--- src/rtl/glyph_blit_ctrl_pkg.sv ---
// Shared types and constants for the glyph blitter: FSM states, glyph
// geometry, colour and row/column index types.
package glyph_blit_ctrl_pkg;

    localparam int GLYPH_W = 5;
    localparam int GLYPH_H = 5;
    localparam int C_W_DEF = 8;
    localparam int ROW_W   = $clog2(GLYPH_H);
    localparam int COL_W   = $clog2(GLYPH_W);

    typedef enum logic [1:0] {
        IDLE  = 2'd0,
        FETCH = 2'd1,
        PIXEL = 2'd2,
        DONE  = 2'd3
    } state_t;

    typedef logic [C_W_DEF-1:0] color_t;
    typedef logic [ROW_W-1:0]   row_t;
    typedef logic [COL_W-1:0]   col_t;

endpackage

--- src/rtl/glyph_scan_counter.sv ---
// Nested scan counters for glyph expansion: sub-column sx, column c,
// sub-row sy and glyph row r, advancing in that order. Also produces the
// framebuffer offsets of the current pixel relative to the glyph origin.
module glyph_scan_counter
    import glyph_blit_ctrl_pkg::*;
#(
    parameter int GLYPH_W = glyph_blit_ctrl_pkg::GLYPH_W,
    parameter int GLYPH_H = glyph_blit_ctrl_pkg::GLYPH_H,
    parameter int SCALE   = 1,
    parameter int X_W     = 10,
    parameter int Y_W     = 9
) (
    input  logic           clk,
    input  logic           reset,
    input  logic           clear,
    input  logic           clear_sub,
    input  logic           advance,
    output row_t           row,
    output col_t           col,
    output logic           end_subrow,
    output logic           end_row,
    output logic           last_row,
    output logic [X_W-1:0] x_off,
    output logic [Y_W-1:0] y_off
);

    // Sub-pixel counters need at least one bit even when SCALE is 1.
    localparam int S_W = (SCALE > 1) ? $clog2(SCALE) : 1;

    logic [S_W-1:0] sx;
    logic [S_W-1:0] sy;
    col_t           c;
    row_t           r;

    assign row        = r;
    assign col        = c;
    assign end_subrow = (c == col_t'(GLYPH_W - 1)) && (sx == S_W'(SCALE - 1));
    assign end_row    = end_subrow && (sy == S_W'(SCALE - 1));
    assign last_row   = (r == row_t'(GLYPH_H - 1));
    assign x_off      = X_W'(c) * X_W'(SCALE) + X_W'(sx);
    assign y_off      = Y_W'(r) * Y_W'(SCALE) + Y_W'(sy);

    // Clear on a new glyph, clear the in-row counters on each fetch,
    // otherwise ripple sx -> c -> sy -> r on every advance.
    always_ff @(posedge clk) begin
        if (reset || clear) begin
            sx <= '0;
            c  <= '0;
            sy <= '0;
            r  <= '0;
        end else if (clear_sub) begin
            sx <= '0;
            c  <= '0;
            sy <= '0;
        end else if (advance) begin
            if (sx != S_W'(SCALE - 1)) begin
                sx <= sx + 1'b1;
            end else begin
                sx <= '0;
                if (c != col_t'(GLYPH_W - 1)) begin
                    c <= c + 1'b1;
                end else begin
                    c <= '0;
                    if (sy != S_W'(SCALE - 1)) begin
                        sy <= sy + 1'b1;
                    end else begin
                        sy <= '0;
                        r  <= r + 1'b1;
                    end
                end
            end
        end
    end

endmodule

--- src/rtl/glyph_blit_ctrl.sv ---
// Glyph blit controller: fetches each glyph row from an external
// combinational ROM and expands it into per-pixel framebuffer writes at
// the captured origin, colours and integer scale.
module glyph_blit_ctrl #(
    parameter int GLYPH_W = glyph_blit_ctrl_pkg::GLYPH_W,
    parameter int GLYPH_H = glyph_blit_ctrl_pkg::GLYPH_H,
    parameter int SCALE   = 1,
    parameter int X_W     = 10,
    parameter int Y_W     = 9,
    parameter int C_W     = 8
) (
    input  logic               clk,
    input  logic               reset,
    input  logic               start,
    input  logic [X_W-1:0]     x0,
    input  logic [Y_W-1:0]     y0,
    input  logic [C_W-1:0]     fg,
    input  logic [C_W-1:0]     bg,
    input  logic               transparent,
    output logic               busy,
    output logic               done,
    output logic [2:0]         rom_row,
    input  logic [GLYPH_W-1:0] rom_code,
    output logic               wr_req,
    output logic [X_W-1:0]     wr_x,
    output logic [Y_W-1:0]     wr_y,
    output logic [C_W-1:0]     wr_color,
    input  logic               wr_ack
);

    import glyph_blit_ctrl_pkg::*;

    state_t           state_q;
    state_t           state_d;
    logic [X_W-1:0]   x0_q;
    logic [Y_W-1:0]   y0_q;
    logic [C_W-1:0]   fg_q;
    logic [C_W-1:0]   bg_q;
    logic             transp_q;
    logic [GLYPH_W-1:0] row_buf;

    row_t             row;
    col_t             col;
    logic             end_subrow;
    logic             end_row;
    logic             last_row;
    logic [X_W-1:0]   x_off;
    logic [Y_W-1:0]   y_off;

    logic             accept;
    logic             pix_bit;
    logic             need_wr;
    logic             advance;

    assign accept  = (state_q == IDLE) && start;
    assign pix_bit = row_buf[col_t'(GLYPH_W - 1) - col];
    assign need_wr = pix_bit || !transp_q;
    // Skipped pixels advance unconditionally; written pixels wait for ack.
    assign advance = (state_q == PIXEL) && (!need_wr || wr_ack);

    glyph_scan_counter #(
        .GLYPH_W (GLYPH_W),
        .GLYPH_H (GLYPH_H),
        .SCALE   (SCALE),
        .X_W     (X_W),
        .Y_W     (Y_W)
    ) u_scan (
        .clk        (clk),
        .reset      (reset),
        .clear      (accept),
        .clear_sub  (state_q == FETCH),
        .advance    (advance),
        .row        (row),
        .col        (col),
        .end_subrow (end_subrow),
        .end_row    (end_row),
        .last_row   (last_row),
        .x_off      (x_off),
        .y_off      (y_off)
    );

    // FSM state register.
    always_ff @(posedge clk) begin
        if (reset) begin
            state_q <= IDLE;
        end else begin
            state_q <= state_d;
        end
    end

    // Draw parameters captured on an accepted start; ROM row latched in FETCH.
    always_ff @(posedge clk) begin
        if (accept) begin
            x0_q     <= x0;
            y0_q     <= y0;
            fg_q     <= fg;
            bg_q     <= bg;
            transp_q <= transparent;
        end
        if (state_q == FETCH) begin
            row_buf <= rom_code;
        end
    end

    // Next-state logic and outputs; address/colour only change with the
    // counters, so they hold steady while a write waits for ack.
    always_comb begin
        state_d  = state_q;
        busy     = 1'b1;
        done     = 1'b0;
        rom_row  = '0;
        wr_req   = 1'b0;
        wr_x     = '0;
        wr_y     = '0;
        wr_color = '0;
        case (state_q)
            IDLE: begin
                busy = 1'b0;
                if (start) begin
                    state_d = FETCH;
                end
            end
            FETCH: begin
                rom_row = 3'(row);
                state_d = PIXEL;
            end
            PIXEL: begin
                wr_req   = need_wr;
                wr_x     = x0_q + x_off;
                wr_y     = y0_q + y_off;
                wr_color = pix_bit ? fg_q : bg_q;
                if (advance && end_row) begin
                    state_d = last_row ? DONE : FETCH;
                end
            end
            DONE: begin
                done    = 1'b1;
                state_d = IDLE;
            end
            default: begin
                state_d = IDLE;
            end
        endcase
    end

endmodule

--- config.mk ---
export PLATFORM = sky130hd
export DESIGN_NAME = glyph_blit_ctrl
export DESIGN_NICKNAME = d
export VERILOG_FILES = /design/src/rtl/glyph_blit_ctrl_pkg.sv /design/src/rtl/glyph_scan_counter.sv /design/src/rtl/glyph_blit_ctrl.sv
export SDC_FILE = /design/constraint.sdc
export NUM_CORES = 1
export LEC_CHECK = 0
export CAP_MARGIN = 20
export CORE_MARGIN = 2
export CORE_UTILIZATION = 41
export DETAILED_ROUTE_END_ITERATION = 12
export PLACE_DENSITY = 0.76
export SLEW_MARGIN = 20
export SYNTH_ARGS = -nofsm -noshare
export SYNTH_HDL_FRONTEND = slang
export SYNTH_SLANG_ARGS = --single-unit
--- constraint.sdc ---
create_clock -name clk -period 2.75 [get_ports clk]
set_clock_uncertainty 0.1 [all_clocks]
set_input_delay 0.55 -clock clk [delete_from_list [all_inputs] [get_ports clk]]
set_output_delay 0.55 -clock clk [all_outputs]
set_load 0.01 [all_outputs]
Word level (Yosys, flattened, before mapping)
Cells that the tools add are included.
{ "op_classes": {"muxes": 17, "order_cmp": 1, "n_shift": 0, "n_addsub": 9, "reduce_logical": 16, "div_mod_pow": 0, "multipliers": 0, "bitwise": 4, "n_eq_ne": 8} }
{ "ops": {"columns": ["op", "n"], "rows": [
  ["2-to-1 mux 8 bit", 2],
  ["adder 10 bit", 1],
  ["2-to-1 mux 10 bit", 1],
  ["adder 9 bit", 1],
  ["2-to-1 mux 9 bit", 1],
  ["adder 3 x 1 -> 4 bit", 2],
  ["case mux 2 bit (4 select lines)", 1],
  ["adder 3 x 1 -> 3 bit (second input constant)", 2],
  ["equality test 3 bit (second input constant)", 2],
  ["2-to-1 mux 1 bit", 6],
  ["2-to-1 mux 2 bit", 3],
  ["2-to-1 mux 3 bit", 2],
  ["logical AND 1 bit", 5],
  ["AND reduction 5 bit", 1],
  ["equality test 2 bit (second input constant)", 2],
  ["< comparator 3 x 4 -> 1 bit (second input constant)", 1],
  ["NOT 1 bit", 4],
  ["AND reduction 2 bit", 2],
  ["binary-select mux 1 bit (select 3 bit)", 1],
  ["logical OR 1 bit", 3],
  ["!= test 3 bit (second input constant)", 1],
  ["AND reduction 3 bit", 1],
  ["subtractor 3 bit (first input constant)", 1],
  ["adder 1 bit (second input constant)", 2],
  ["other kinds (6)", 7]
]} }
{ "totals": {"reg_bits": 51, "mem_bits_rw": 0, "n_memories": 0, "word_cells": 66, "inputBits": 45, "latchBits": 0, "rom_bits": 0} }

Logic depth before layout (Yosys ltp)
Gate-level depths: netlist of run 1.
{ "depth": {"ltp_word": 10, "mapped_depth": 9, "mapped_depth_nobuf": 8} }

Cells and area by module
A second synthesis of run 1 with hierarchy kept.
{ "unflattened": {"cells_unflattened": 261, "area_unflattened_um2": 2860.2} }
{ "by_module_without_submodules": {"columns": ["module", "instances", "cells_per_inst", "area_per_inst_um2"], "rows": [
  ["glyph_blit_ctrl", 1, 203, 2371.0],
  ["glyph_scan_counter", 1, 58, 489.2]
]} }

Least setup slack after synthesis of run 1
OpenSTA, ideal clock, no wires.
{ "synth_path": {"path_kind": "reg2reg", "start": "reg state_q[1]", "end": "reg u_scan.r[2] (netlist: u_scan.row[2])", "synth_period_minus_slack_ps": 2848, "t_required_ps": 2525, "arrival_ps": 2622, "stages_incl_launch_ff": 5, "setup_ps": 125, "slack_ps": -98, "path_buffers": 0, "cell_sequence": "dfxtp_1 or2_2 nor2_1 or2_2 a21oi_1"} }
{ "synth_via": {"elab_chain_cells": 3} }
{ "synth_rtl": {"columns": ["item", "line_no", "text"], "rows": [
  ["start: declaration", "glyph_blit_ctrl.sv:33", "state_t state_q;"],
  ["start signal: assignment", "glyph_blit_ctrl.sv:87", "state_q <= state_d;"],
  ["logical NOT 2 bit", "glyph_blit_ctrl.sv:55", "assign accept = (state_q == IDLE) && start;"],
  ["logical AND 1 bit", "glyph_blit_ctrl.sv:55", null],
  ["via accept", "glyph_blit_ctrl.sv:50", "logic accept;"],
  ["logical OR 1 bit", "glyph_scan_counter.sv:46", "if (reset || clear) begin"],
  ["end signal: assignment", "glyph_scan_counter.sv:68", "r <= r + 1'b1;"],
  ["end: declaration", "glyph_scan_counter.sv:33", "row_t r;"]
]} }
The timed path passes the listed nets, and every way through them passes these cells.
A chain may end at the register's enable or synchronous reset.

Worst setup path after layout of run 1
{ "layout_path": {"start": "reg u_scan.c[0] (netlist: u_scan.col[0])", "end": "out wr_color[3]"} }
{ "layout_via": {"elab_chain_cells": 5} }
{ "layout_rtl": {"columns": ["item", "line_no", "text"], "rows": [
  ["start: declaration", "glyph_scan_counter.sv:32", "col_t c;"],
  ["start signal: assignment", "glyph_scan_counter.sv:61", "c <= c + 1'b1;"],
  ["subtractor 3 bit", "glyph_blit_ctrl.sv:56", "assign pix_bit = row_buf[col_t'(GLYPH_W - 1) - col];"],
  ["binary-select mux 1 bit (select 3 bit)", "glyph_blit_ctrl.sv:56", null],
  ["2-to-1 mux 1 bit (implied by the code)", "glyph_blit_ctrl.sv:56", null],
  ["2-to-1 mux 8 bit", "glyph_blit_ctrl.sv:131", "wr_color = pix_bit ? fg_q : bg_q;"],
  ["2-to-1 mux 8 bit", "glyph_blit_ctrl.sv:116", "case (state_q)"],
  ["end: declaration", "glyph_blit_ctrl.sv:27", "output logic [C_W-1:0] wr_color,"]
]} }
Every way passes these cells. The select of a mux whose other input is x is not followed.

==> key figures, run 1 <==
Status
  – Outcome: complete, but fails checks
  – Failing checks: setup timing

GRT
  – Initial antenna violation count: 0
  – Pin count of the biggest net entering global routing: 27
  – Gr ovfl total: 0
  – Vias in the first global route: 1952
  – GRT Overall Usage: 0.176
  – First-pass GRT wire length: approximately 8700 microns

Pwr
  – PD cells: 422 nW/um^2
  – Leak pwr: 1.49 nW
  – Tot Pwr: 1.53 mW
  – Peak VDD IR: approximately 440 uV

Layout
  – Final Cell Area: 3630 sq um
  – Register Area: between 1000 and 1500 sq um
  – Final #Nets: 369
  – N_diodes: 0
  – P&R area growth vs syn: 53.1%
  – Filler cells: about 430
  – Layout cells sized above 1: 0.260
  – Multi-input combinational cell area: 1080 sq um

Synth
  – Synth Area in Adders: 0.0750
  – Syn_area_per_cell: 11.8 sq um
  – Asr flop ratio synth: 0
  – Ys flop type: edfxtp_1
  – XOR/XNOR Fraction of Synth Area: 0.0444
  – Gate Count Post-Synth: about 200
  – #FFs+latches synth: 49
  – Seq/Total Area, Yosys: 0.587
  – Simple-gate share of the synthesized area: 0.152
  – Mux cell area share after synthesis: 0.0422
  – Compound-Gate Fraction of Synth Area: 0.0734
  – Syn. warnings: 0
  – Netlist cell types: 33
  – Mapped Area: between 2000 and 2500 sq um
  – EDFF count, synth: 41
  – Largest family of logic cells by synthesized area: simple AND/OR/NAND/NOR gates
  – Post-Syn Nets: 259

Clocking
  – Clk root buf: clkbuf_8
  – CTS tree: built
  – Cts bufs inserted: 5
  – Reg clk slew, reported paths: around 0.090 ns
  – Post-CTS Hold Buffers: 0
  – Worst-Skew Late Latency: 0.30 ns
  – Clock Sinks: between 40 and 50
  – CTS Buffer Depth: 2
  – CTS H-Tree Depth: 2

STA
  – Final setup fails: 9
  – Final hold vios: 0
  – Worst-Margin Slew: around 0.73 ns
  – RSZ-0062 raised after global routing: true
  – Final worst-path cycle share: 1.01
  – Max Slew Vio Count: 0
  – Minimum clock period: 2.78 ns
  – WHS: 0.461 ns
  – Slew headroom: 0.510
  – Achievable Freq: 0.360 GHz
  – PnR worst setup slack: -0.0308 ns
  – Setup TNS: -0.168 ns

Floorplanning
  – Die area: 6400 sq um
  – Row cnt: 27
  – I/O pin total: 78
  – Die Height: 80.0 microns
  – Total core area: 5540 sq um
  – Initial core utilization: 0.428
  – Die X: 80.0 microns

Critical path
  – Critical path endpoint category: primary output
  – Worst-path fanout max: 4
  – CP required: 2.10 ns
  – Setup CP Type: flop to primary output
  – CP Launch Type: flop
  – Critical Path AT: 2.13 ns

Detailed routing
  – Met3 WL: 358 microns
  – DR iter-0 viols: 67
  – DR vias/cell: 4.81
  – Met2 routed wirelength: roughly 2700 microns
  – Total iterations of the first detailed-routing run: 6
  – Vias: 1842
  – Routed metal-1 wire length: 2220 microns
  – Post-route DRC: 0
  – Post-route ant nets: 0
  – Routed wire length: 5330 microns
  – Highest routed layer: met4
  – WL per Instance: 13.9 microns

Placement
  – Dpl hpwl: 3670 microns
  – Setup WS pre-CTS: -0.285 ns
  – Gpl congestion: roughly 0.77
  – Port buffer count: between 70 and 80
  – Placed Area: 3370 sq um

Job
  – Maxcap violations: 0

Worst hold path
  – Hold Path Class: flop to flop
==> metrics by stage <==
step,cells,util
global placement,364,0.609
global route,383,0.655
CTS,383,0.648
detailed placement,364,0.609
floorplan,201,-
finish,383,0.655
==> where the power goes <==
group,internal (mW),switching [mW],total (mW)
registers,0.859,0.0237,0.882
logic,0.148,0.109,0.257
clock network,0.172,0.219,0.391
total,1.18,0.352,1.53
==> what timing repair did <==
action                     in CTS  in global routing
resized for setup              97                 15
cloned                          1                  0
setup endpoints to repair      24                 18
pin swaps                       9                 12
setup buffers                  11                  0
==> registers in the layout, summed over array words and instances (netlist names) <==
register / cells
state_q: 2
u_scan.col: 3
bg_q: 8
row_buf: 5
fg_q: 8
u_scan.row: 3
y0_q: 9
x0_q: 10
transp_q: 1
==> worst paths after layout <==
kind / start / endpoint / slack [ns] / cells after the start
max: u_scan.col[0] / wr_color[3] / -0.03 / 10
min: u_scan.row[1] / u_scan.row[1] / 0.46 / 2
min reg2reg: u_scan.row[1] / u_scan.row[1] / 0.46 / 2
max reg2reg: u_scan.col[0] / u_scan.row[1] / 0.41 / 8
==> placed cells by master (no fill, tap or decap), types with 6 or more instances in the layout <==
| cell type | n |
|---|---|
| a21oi_1 | 9 |
| buf_2 | 13 |
| buf_4 | 22 |
| buf_6 | 7 |
| clkdlybuf4s50_1 | 51 |
| dlygate4sd2_1 | 8 |
| edfxtp_1 | 41 |
| ha_1 | 6 |
| inv_1 | 9 |
| mux2i_1 | 8 |
| nand3_1 | 9 |
| nor2_1 | 26 |
| o21ai_0 | 9 |
| xor2_1 | 8 |
==> logic make-up after synthesis <==
group	count (synthesis)
and+or+nand+nor	71
DFF	49
AOI/OAI and AO/OA	30
buffers and inverters	16
adders and majority gates	13
xor gates and xnor gates	12
muxes	10
==> per-layer routing <==
metal,global-route usage,vias to the layer above
li1,-,934
met1,0.211,840
met2,0.309,63
met3,0.0498,5
met4,0.0492,0
met5,0,-
==> worst max-delay path: stages, from the launching register on <==
cell     delay (ns)
dfxtp_2        0.36
inv_2          0.05
ha_4           0.16
ha_4           0.22
or2_4          0.24
o22ai_4        0.15
or2_4          0.18
buf_6          0.11
mux2i_1        0.17
nor2_1         0.06
buf_2          0.14
==> cell usage after synthesis (2+ instances only) <==
library cell,count,share of area
xnor2_1,4,0.015
or4_1,2,0.0063
nor2b_1,5,0.013
buf_1,2,0.0032
or3_1,2,0.0053
inv_1,11,0.017
a21o_1,4,0.013
o31ai_1,2,0.0063
a21oi_1,10,0.021
nor2_1,28,0.044
ha_1,11,0.058
buf_2,2,0.0042
nand2b_1,2,0.0053
nand2_1,4,0.0063
xor2_1,8,0.030
and2_1,5,0.013
or2_2,4,0.011
fa_1,2,0.017
dfxtp_1,8,0.068
and3_1,4,0.011
o21ai_0,10,0.021
nand3_1,11,0.023
mux2i_1,10,0.042
edfxtp_1,41,0.52
==> final cells by class <==
| cell class | instances | share of cell area |
|---|---|---|
| multi-input combinational | 137 | 0.297 |
| sequential | 49 | 0.384 |
| clock buffer | 6 | 0.0200 |
| timing repair buffer | 107 | 0.262 |
| inverter | 11 | 0.0114 |
| clock inverter | 1 | 0.00103 |
| tap | 72 | 0.0248 |
(Power assumes the default switching activity.)
==> inputs of run 2 (changes only) <==
CORE_MARGIN = unset   (was 2)
==> key figures, run 2 (synthesis results as in run 1) <==
Pwr
  – Sw Ratio: 0.241
  – PD cells: 430 nW/um^2
  – Internal: 1.18 mW
  – NetSw: 0.373 mW
  – Seq pwr share: 0.570
  – Clock power frac: 0.268
  – Combinational power share: 0.162
  – Peak VDD IR: about 320 uV
  – Tot Pwr: ~1.6 mW
  – Leak pwr: 1.46 nW

GRT
  – First-pass GRT wire length: 8630 microns
  – Initial antenna violation count: 0
  – GRT Overall Usage: 0.185
  – Vias in the first global route: between 1500 and 2000
  – Gr ovfl total: 0
  – Pin count of the biggest net entering global routing: 29

Layout
  – Largest register by flop count: x0_q
  – Final #Nets: 364
  – Layout cells sized above 1: 0.257
  – P&R area growth vs syn: 52.2%
  – Most frequent cells in the layout: 51 x clkdlybuf4s50_1, 41 x edfxtp_1, 26 x nor2_1
  – Max FFs per register: 10
  – Final Cell Area: 3610 sq um
  – N_diodes: 0
  – Largest registers: x0_q (10), y0_q (9)
  – Filler cells: 453
  – Most common cell after layout, fill and taps aside: clkdlybuf4s50_1

Critical path
  – Reg2Reg Depth: 8
  – Critical path's top delay family: simple AND/OR/NAND/NOR gates
  – Reg2reg start: u_scan.col[0]
  – Worst Path Buf+Inv: 4
  – R2r endpoint: u_scan.col[0]
  – Critical path endpoint category: primary output
  – Crit-path cells: inv_2 -> ha_4 -> buf_4 -> nor4bb_4 -> or2_4 -> buf_6 -> mux2i_1 -> nor2_1 -> buf_2
  – CP required: 2.10 ns
  – Max stage delay on crit path: 0.35 ns
  – Setup CP Type: flop to primary output
  – Worst-path fanout max: 4
  – Reg2reg setup slack: 0.40 ns
  – Critical Path AT: 2.19 ns
  – CP max stage cell: dfxtp_2
  – CP Launch Type: flop

Clocking
  – CTS H-Tree Depth: 2
  – Post-CTS Hold Buffers: 0
  – Clock Sinks: 49
  – CTS Buffer Depth: 2
  – Reg clk slew, reported paths: 0.09 ns
  – Worst-Skew Late Latency: 0.30 ns
  – CTS tree: built
  – Cts bufs inserted: 5
  – Clk root buf: clkbuf_8

STA
  – Minimum clock period: 2.84 ns
  – Setup TNS: -0.455 ns
  – Worst-Margin Slew: 0.638 ns
  – PnR worst setup slack: -0.0875 ns
  – WHS: 0.504 ns
  – Max Slew Vio Count: 0
  – Slew headroom: 0.571
  – Final setup fails: 7
  – Achievable Freq: 0.352 GHz
  – RSZ-0062 raised after global routing: true
  – Final worst-path cycle share: 1.03
  – Final hold vios: 0

Detailed routing
  – Total iterations of the first detailed-routing run: 4
  – Vias: 1846
  – Post-route ant nets: 0
  – Routed wire length: about 5300 microns
  – Post-route DRC: 0
  – DR vias/cell: 4.87
  – DR iter-0 viols: 116
  – WL per Instance: 13.9 microns

Floorplanning
  – Die X: around 78 microns
  – Total core area: 5540 sq um
  – Initial core utilization: 0.428
  – Die area: 6090 sq um
  – I/O pin total: 78
  – Row cnt: 27
  – Die Height: 78.0 microns

Placement
  – Port buffer count: 77
  – Setup WS pre-CTS: -0.340 ns
  – Dpl hpwl: about 3700 microns
  – Placed Area: 3360 sq um
  – Gpl congestion: 0.813

Worst hold path
  – Worst hold stages: 2
  – Hold Path Class: flop to flop
  – Min-delay src: u_scan.row[1]
  – Worst Hold End: u_scan.row[1]

Status
  – Failing checks: setup timing
  – Outcome: complete, but fails checks

Job
  – Maxcap violations: 0
## run 2: changes by cell type in the layout (fill, tap and decap cells not counted), sizes merged
cell / change
clkbuf: +1
buf: -5
clkinv: +1
inv: +1
dlygate4sd2: -3
clkdlybuf4s15: +1
## run 2: what timing repair did
action                     CTS  global route
pin swaps                    5            13
setup endpoints to repair   25            22
gates resized for setup     91            26
hold endpoints to repair     0             0
setup buffers                7             1
gates cloned                 1             0
## run 2: layout make-up
cell class / count / area, sq um / area share
Clock buffer: 5 / 68.8 / 0.0191
Clock inverter: 3 / 16.3 / 0.00451
Inverter: 11 / 41.3 / 0.0115
Multi-Input combinational cell: 137 / 1100 / 0.304
Sequential cell: 49 / 1390 / 0.387
Tap cell: 72 / 90.1 / 0.0250
Timing Repair Buffer: 102 / 898 / 0.249
## run 2: routing by layer
| layer | global-route usage | routed length, microns | vias up |
|---|---|---|---|
| li1 | - | - | 924 |
| met3 | 0.0442 | 298 | 5 |
| met2 | 0.333 | 2740 | 60 |
| met4 | 0.0630 | 67 | 0 |
| met1 | 0.215 | 2160 | 857 |
| met5 | 0 | 0 | - |
## run 2: how the worst max path moves through the flow
stage                   to  slack [ns]     startpoint  cells after the start
2_1_floorplan  wr_color[0]        0.10  u_scan.col[0]                      9
3_3_place_gp   wr_color[3]       -0.25  u_scan.col[0]                      9
3_5_place_dp   wr_color[1]       -0.34  u_scan.col[0]                      9
4_1_cts        wr_color[3]       -0.09  u_scan.col[0]                      9
5_1_grt        wr_color[5]       -0.17  u_scan.col[1]                      9
6_report       wr_color[5]       -0.09  u_scan.col[1]                      9
## run 2: power groups by stage
stage / clock [mW] / combinational, mW / sequential, mW
after CTS: 0.426 / 0.248 / 0.883
after floorplan: 0 / 0.0981 / 0.892
after detailed placement: 0 / 0.236 / 0.897
final: 0.416 / 0.251 / 0.884
after global routing: 0.443 / 0.273 / 0.889
after global placement: 0 / 0.229 / 0.897
## run 2: stage by stage
| stage | utilization | std cells |
|---|---|---|
| floorplan | - | 201 |
| global placement | 0.606 | 362 |
| detailed placement | 0.606 | 362 |
| CTS | 0.642 | 378 |
| global route | 0.651 | 379 |
| finish | 0.651 | 379 |
## run 2: worst register-to-register path: stages, from the launching register on
cell and delay [ns]:
dfxtp_2 0.36, inv_2 0.05, ha_4 0.31, mux2i_4 0.26
o22ai_4 0.10, buf_4 0.14, o31a_1 0.35, or4_1 0.44
a21oi_1 0.16
==> inputs of run 3 (changes only) <==
--- a/config.mk
+++ b/config.mk
@@ -9,5 +9,6 @@
 export CORE_UTILIZATION = 41
 export DETAILED_ROUTE_END_ITERATION = 12
-export PLACE_DENSITY = 0.76
+export MAX_ROUTING_LAYER = met4
+export PLACE_DENSITY = 0.86
 export SLEW_MARGIN = 20
 export SYNTH_ARGS = -nofsm -noshare
--- a/constraint.sdc
+++ b/constraint.sdc
@@ -3,3 +3,3 @@
 set_input_delay 0.55 -clock clk [delete_from_list [all_inputs] [get_ports clk]]
 set_output_delay 0.55 -clock clk [all_outputs]
-set_load 0.01 [all_outputs]
+set_load 0.02 [all_outputs]
==> key figures, run 3 (synthesis results as in run 1) <==
Placement
  – Inst Count DP: 364
  – Dpl hpwl: between 3000 and 4000 microns
  – Port buffer count: 77
  – Setup WS pre-CTS: -0.440 ns
  – Gpl congestion: 0.855

Detailed routing
  – Routed wire length: between 5000 and 6000 microns
  – DR vias/cell: 4.96
  – Routed metal-1 wire length: 2160 microns
  – Met3 WL: 269 microns
  – WL per Instance: around 14 microns
  – Post-route DRC: 0
  – Met2 routed wirelength: 2700 microns
  – Highest routed layer: met4
  – Post-route ant nets: 0
  – Vias: 1869
  – DR iter-0 viols: 56
  – Total iterations of the first detailed-routing run: 4

STA
  – Final worst-path cycle share: 1.05
  – Max Slew Vio Count: 0
  – Worst-Margin Slew: 0.698 ns
  – PnR worst setup slack: -0.134 ns
  – Setup TNS: -0.824 ns
  – Achievable Freq: 0.347 GHz
  – Final setup fails: 10
  – Final hold vios: 0
  – Minimum clock period: 2.88 ns
  – Slew headroom: 0.531
  – RSZ-0062 raised after global routing: true

Clocking
  – Cts bufs inserted: 5
  – CTS H-Tree Depth: 2
  – Clk root buf: clkbuf_8
  – CTS Buffer Depth: 2
  – Worst-Skew Late Latency: between 0.2 and 0.3 ns
  – Reg clk slew, reported paths: roughly 0.080 ns
  – Post-CTS Hold Buffers: 0
  – Clock Sinks: 49
  – CTS tree: built

Critical path
  – Setup CP Type: flop to primary output
  – Max stage delay on crit path: 0.34 ns
  – Critical path endpoint category: primary output
  – R2r endpoint: u_scan.col[2]
  – Worst-path fanout max: 5
  – Crit path from: u_scan.col[0]
  – Reg2reg setup slack: 0.26 ns
  – CP required: 2.10 ns
  – CP Launch Type: flop
  – CP max stage cell: dfxtp_2
  – Critical Path AT: roughly 2.2 ns
  – Reg2Reg Depth: 9
  – End of the critical path: wr_color[1]
  – Reg2reg start: u_scan.col[0]
  – Crit-path cells: buf_6 -> inv_4 -> ha_4 -> ha_4 -> or2_4 -> o22ai_4 -> or2_4 -> mux2i_4 -> nor2_2 -> buf_2

Floorplanning
  – Die X: 78.0 microns
  – Die Height: 78.0 microns
  – Initial core utilization: 0.428
  – Row cnt: 27
  – Die area: a little over 6000 sq um
  – Total core area: 5540 sq um
  – I/O pin total: 78

Status
  – Outcome: complete, but fails checks
  – Failing checks: setup timing

Layout
  – N_diodes: 0
  – Largest registers: x0_q (10), y0_q (9)
  – Layout cells sized above 1: 0.275
  – Final #Nets: 362
  – Non-filler instance count after layout: 377
  – Most frequent cells in the layout: 51 x clkdlybuf4s50_1, 41 x edfxtp_1, 23 x buf_4
  – P&R area growth vs syn: 53.2%
  – Max FFs per register: 10
  – Most common cell after layout, fill and taps aside: clkdlybuf4s50_1
  – Fin util: 0.655
  – Largest register by flop count: x0_q

GRT
  – Pin count of the biggest net entering global routing: 26
  – First-pass GRT wire length: 8200 microns
  – Gr ovfl total: 0
  – Initial antenna violation count: 0
  – Vias in the first global route: ~1800
  – GRT Overall Usage: 0.183

Pwr
  – Leak pwr: between 1 and 1.5 nW
  – Clock power frac: 0.253
  – Internal: ~1.2 mW
  – PD cells: 427 nW/um^2
  – Peak VDD IR: roughly 290 uV
  – Combinational power share: 0.176
  – Seq pwr share: 0.571
  – NetSw: between 0.3 and 0.4 mW
  – Sw Ratio: 0.237

Job
  – Maxcap violations: 0

Worst hold path
  – Hold Path Class: flop to flop
## run 3: cell types whose count changed in the layout (fill, tap and decap cells not counted), moves of 4 or more
cell,before,now
mux2i_1,8,4
nor2_2,0,8
nor2_1,26,19
buf_2,13,7
buf_6,5,9
buf_4,19,23
## run 3: critical path, delay by kind of cell (launching register included)
family          cells  cell delay (ns)
flops               1             0.34
buf+inv             3             0.28
compound gates      1             0.14
simple gates        3             0.51
fa+ha+maj           2             0.40
mux                 1             0.25
## run 3: cell type report
type | count | area, sq um
multi-input combinational | 137 | 1110
inverter | 11 | 43.8
clock buffer | 7 | 76.3
tap | 72 | 90.1
clock inverter | 1 | 3.75
timing repair buffer | 100 | 915
fill | 425 | 1910
sequential | 49 | 1390
## run 3: worst min-delay path by stage
stage / cells after the start / slack, ns / endpoint / startpoint
finish: 2 / 0.46 / u_scan.row[2] / u_scan.row[2]
global route: 2 / 0.50 / u_scan.row[2] / u_scan.row[2]
CTS: 2 / 0.46 / u_scan.row[2] / u_scan.row[2]
detailed placement: 2 / 0.44 / u_scan.row[2] / u_scan.row[2]
global placement: 2 / 0.44 / u_scan.row[2] / u_scan.row[2]
floorplan: 2 / 0.37 / u_scan.row[2] / u_scan.row[2]
## run 3: metal layers
layer  vias to the layer above  GRT usage
met3                         9     0.0430
met4                         0     0.0704
met2                        65      0.312
met1                       872      0.211
met5                         -          -
li1                        923          -
## run 3: through the flow
stage                     power [mW]  hold slack, ns  cell area [sq um]
after CTS                       1.56           0.456               3600
final                           1.55           0.456               3630
after detailed placement        1.15           0.438               3390
after global placement          1.15           0.443               3390
after global routing            1.62           0.503               3630
after floorplan                 1.01           0.373               2390
## run 3: power groups by stage
stage               clock [mW]  combinational, mW  sequential (mW)
floorplan                    0              0.118            0.892
global placement             0              0.250            0.896
detailed placement           0              0.256            0.896
CTS                      0.406              0.269            0.882
global route             0.440              0.294            0.888
finish                   0.392              0.273            0.884
## run 3: repair_timing
action,4_1_cts,5_1_grt
setup buffers,2,2
hold endpoints to repair,0,0
pin swaps,12,7
cloned,1,0
endpoints found under the setup margin,25,21
gates resized for setup,117,20
